**src/rtl/updown_mod_counter.sv**
```systemverilog
// Up/down modulo counter with a clock-enable prescaler, wrap/saturate end mode,
// synchronous preset, terminal-count pulse and hex seven-segment decode of the count.
module updown_mod_counter #(
    parameter int WIDTH    = 4,
    parameter int DIV      = 3,
    parameter int MODULUS  = 10,
    parameter int INIT_VAL = 0
) (
    input  logic             clk,
    input  logic             rst,
    input  logic             ena,
    input  logic             up,
    input  logic             sat,
    input  logic             init,
    output logic [WIDTH-1:0] q,
    output logic             tick,
    output logic             tc,
    output logic [6:0]       seg
);

    localparam int PW = (DIV > 1) ? $clog2(DIV) : 1;
    localparam logic [PW-1:0]    P_LAST = PW'(DIV - 1);
    localparam logic [WIDTH-1:0] Q_LAST = WIDTH'(MODULUS - 1);
    localparam logic [WIDTH-1:0] Q_INIT = WIDTH'(INIT_VAL);

    // Illegal parameter combinations stop elaboration rather than building a broken counter.
    generate
        if (WIDTH < 1 || WIDTH > 16) begin : g_bad_width
            $error("updown_mod_counter: WIDTH must be 1..16");
        end
        if (DIV < 1) begin : g_bad_div
            $error("updown_mod_counter: DIV must be >= 1");
        end
        if (MODULUS < 2 || MODULUS > (1 << WIDTH)) begin : g_bad_modulus
            $error("updown_mod_counter: MODULUS must be 2..2**WIDTH");
        end
        if (INIT_VAL < 0 || INIT_VAL >= MODULUS) begin : g_bad_init
            $error("updown_mod_counter: INIT_VAL must be below MODULUS");
        end
    endgenerate

    logic [PW-1:0]    r_pcnt;
    logic [WIDTH-1:0] r_q;
    logic             r_tc;
    logic             w_boundary;
    logic [WIDTH-1:0] w_next_q;
    logic [3:0]       w_nib;

    assign tick = ena & (r_pcnt == P_LAST) & ~init & ~rst;

    // A boundary is reached at the top going up or at zero going down; sat picks hold vs wrap.
    always_comb begin
        w_boundary = up ? (r_q == Q_LAST) : (r_q == '0);
        w_next_q   = r_q;
        if (!w_boundary) begin
            w_next_q = up ? r_q + 1'b1 : r_q - 1'b1;
        end else if (!sat) begin
            w_next_q = up ? '0 : Q_LAST;
        end
    end

    // The prescale phase only moves on enabled edges, so dropping ena never loses phase.
    always_ff @(posedge clk or posedge rst) begin
        if (rst) begin
            r_pcnt <= '0;
        end else if (init) begin
            r_pcnt <= '0;
        end else if (ena) begin
            r_pcnt <= (r_pcnt == P_LAST) ? '0 : r_pcnt + 1'b1;
        end
    end

    always_ff @(posedge clk or posedge rst) begin
        if (rst) begin
            r_q  <= Q_INIT;
            r_tc <= 1'b0;
        end else if (init) begin
            r_q  <= Q_INIT;
            r_tc <= 1'b0;
        end else if (tick) begin
            r_q  <= w_next_q;
            r_tc <= w_boundary;
        end else begin
            r_tc <= 1'b0;
        end
    end

    assign q  = r_q;
    assign tc = r_tc;

    // Narrow counters are zero-extended, wide ones show only their low hex digit.
    assign w_nib = 4'(r_q);

    always_comb begin
        seg = 7'b0000000;
        case (w_nib)
            4'h0: seg = 7'b0111111;
            4'h1: seg = 7'b0000110;
            4'h2: seg = 7'b1011011;
            4'h3: seg = 7'b1001111;
            4'h4: seg = 7'b1100110;
            4'h5: seg = 7'b1101101;
            4'h6: seg = 7'b1111101;
            4'h7: seg = 7'b0000111;
            4'h8: seg = 7'b1111111;
            4'h9: seg = 7'b1101111;
            4'hA: seg = 7'b1110111;
            4'hB: seg = 7'b1111100;
            4'hC: seg = 7'b0111001;
            4'hD: seg = 7'b1011110;
            4'hE: seg = 7'b1111001;
            4'hF: seg = 7'b1110001;
            default: seg = 7'b0000000;
        endcase
    end

endmodule

```
**config.mk**
```make
export PLATFORM = sky130hd
export DESIGN_NAME = updown_mod_counter
export DESIGN_NICKNAME = d
export VERILOG_FILES = /design/src/rtl/updown_mod_counter.sv
export SDC_FILE = /design/constraint.sdc
export NUM_CORES = 1
export LEC_CHECK = 0
export ABC_AREA = 1
export CORE_ASPECT_RATIO = 1.25
export CORE_MARGIN = 2
export CORE_UTILIZATION = 30
export CTS_CLUSTER_SIZE = 12
export DETAILED_ROUTE_END_ITERATION = 10
export MAX_ROUTING_LAYER = met4
export PLACE_DENSITY = 0.6
export SLEW_MARGIN = 20
export SYNTH_ARGS = -nofsm -noshare
export SYNTH_HDL_FRONTEND = slang
export SYNTH_SLANG_ARGS = --single-unit
```
**constraint.sdc**
```tcl
create_clock -name clk -period 2.06 [get_ports clk]
set_clock_uncertainty 0.2 [all_clocks]
set_input_delay 0.412 -clock clk [delete_from_list [all_inputs] [get_ports clk]]
set_output_delay 0.412 -clock clk [all_outputs]
set_load 0.02 [all_outputs]
```
==> reports/qor.yml <==
status:
  outcome: "finished, violations left"
  violations: "negative setup slack"
logic_synthesis:
  synth-seq-cells: 7
  ys_types: 21
  ys_warn_count: 0
  synth_fp_nets: 130
  synth-seq-area-share: 0.2198
  netlist_instances: 114
  syn_avg_cell_area_um2: 6.991
  synth.cell_area_um2: 797.0
hold_path:
  hold_path.class: "in -> async"
floorplanning:
  fp.dieH_um: 61.63
  row_count: 20
  core_mm2: 0.002477
  die_w_um: 50.10
  start_util: 0.3217
  ios: 19
  dieArea_mm2: 0.003087
critical_path:
  cp_max_fo: 3
  crit_arrival_ps: 1460
  crit_chain: "inv_2, ha_1, a21oi_2, inv_2, a21oi_2, a31oi_2, buf_4"
  endpoint_kind: "output port"
  worstSetupPathType: "reg -> out"
  slowest_delay_ps: 370
  startpoint_type: "register"
  crit_required_ps: 1450
  critPathSlowestCell: "dfrtp_1"
detailed_routing:
  vias_per_cell: 4.401
  ant_nets: 0
  vias: 823
  detail_route.wl_per_cell_um: 10.00
  routed_wl_um: 1870
  drtIter0Drc: 8
  firstDrtPassIters: 4
  drcViolationCount: 0
cts:
  cts_tree: "yes"
  htreeDepth: 1
  cts.sinks: 7
  path_clk_slew_ps: 50
  cts.path.max_buffers: 2
  cts-root-buf: "clkbuf_4"
  cts_buffers: 3
  insertion_delay_ps: 240
final_layout:
  design_area_mm2: 0.001217
  fin_nets: 171
  fillers: 262
  most-common-layout-cells: "nand2_1, buf_4, inv_2, inv_1, nand3_1"
  layout_commonest_cell: "nand2_1"
  multiInputGateArea_um2: 570.5
  drive_above_1_share: 0.4545
  area_growth_pct: 52.75
  diodes: 0
  regArea_um2: 177.7
placement:
  dp_slack_ps: -302.6
  placed_area_mm2: 0.001137
  gp_congestion: 0.8558
  hpwl_um: 1555
  io_buffer_count: 18
global_routing:
  grt.total_usage: 0.1392
  grt_max_degree: 9
  antenna_found_initial: 0
  grt_pass1_vias: 837
  grt_overflow: 0
  grt_pass1_wl_um: 3236
power:
  ir_worst_vdd_uv: 350.4
  p_per_area_mw_per_mm2: 387.9
  total_power_mw: 0.4723
  leakagePower_nw: 0.6657
sta:
  slew_headroom: 0.8247
  final_hold_viol_count: 0
  fin_setup_tns_ps: -26.56
  final.period_utilization: 1.007
  setup_viol: 2
  finalCriticalPeriod_ps: 2075
  fin_ws_ps: -14.94
  slew_viol_final: 0
  rsz0062_at_grt: "true"
  fmaxAchievable_mhz: 481.9
  tightest_slew_ps: 262.5
flow_run:
  cap_violations: 0
## cell type report
class,instances,area share
multi-input combinational,83,0.4687
timing repair buffer,38,0.2621
sequential,7,0.1459
inverter,22,0.06783
tap,33,0.03392
clock buffer,4,0.02158
## state kept, by name (all words and copies together) (netlist names)
signal / count
tc: 1
r_pcnt: 2
q: 4
## worst max-delay path: cells and delay by family (launching register included)
family | cells | cell delay, ps
flops | 1 | 370
fa+ha+maj | 1 | 300
compound gates | 3 | 280
buf+inv | 3 | 270
## metrics by stage
step / hold slack [ps] / utilization / cells
detailed placement: 333.5 / 0.4591 / 181
finish: 258.9 / 0.4914 / 187
global placement: 318.0 / 0.4591 / 181
floorplan: -14.17 / - / 114
global route: 301.1 / 0.4914 / 187
CTS: 257.7 / 0.4727 / 186
## worst paths after layout
check	startpoint	end	slack [ps]	cells past startpoint
min	rst	r_pcnt[1]	260	3
max in group asynchronous	rst	q[3]	1260	3
min in group clk	r_pcnt[1]	r_pcnt[1]	340	2
max reg2reg	q[1]	q[2]	210	7
max	q[1]	seg[3]	-10	7
min reg2reg	r_pcnt[1]	r_pcnt[1]	340	2
## layer usage
layer	global-route usage	wire length, um	up-vias	part of all wire
met4	0.04762	28	0	0.015
li1	-	-	432	-
met3	0.01456	65	4	0.035
met5	-	0	-	0
met1	0.1280	710	368	0.38
met2	0.2932	1066	19	0.57
## cells by family after synthesis
family                     share of synthesized area
AOI/OAI and AO/OA                             0.1067
buffers and inverters                         0.1319
DFF                                           0.2198
and+or+nand+nor                               0.3752
adders and majority gates                     0.1664
## power by group
| part | total, mW | internal, mW | switching [mW] |
|---|---|---|---|
| registers | 0.149 | 0.144 | 0.00524 |
| logic | 0.202 | 0.0928 | 0.109 |
| clock network | 0.122 | 0.0737 | 0.0478 |
| total | 0.472 | 0.310 | 0.162 |
## cell usage after synthesis, drive strengths merged
cell	instances	share of area
nand3	8	0.057
buf	2	0.028
ha	9	0.14
fa	1	0.025
inv	22	0.10
nor3	1	0.013
dfrtp	7	0.22
or2	1	0.0079
nor2	11	0.077
a21oi	4	0.025
nand2	37	0.22
o21ai	9	0.066
a31oi	2	0.016
## repair_timing
item,4_1_cts,5_1_grt
resized for setup,55,17
pin swaps,3,5
setup endpoints to repair,11,11
setup buffers,1,1
hold buffers,0,0
Power figures use the tool's default switching activity.
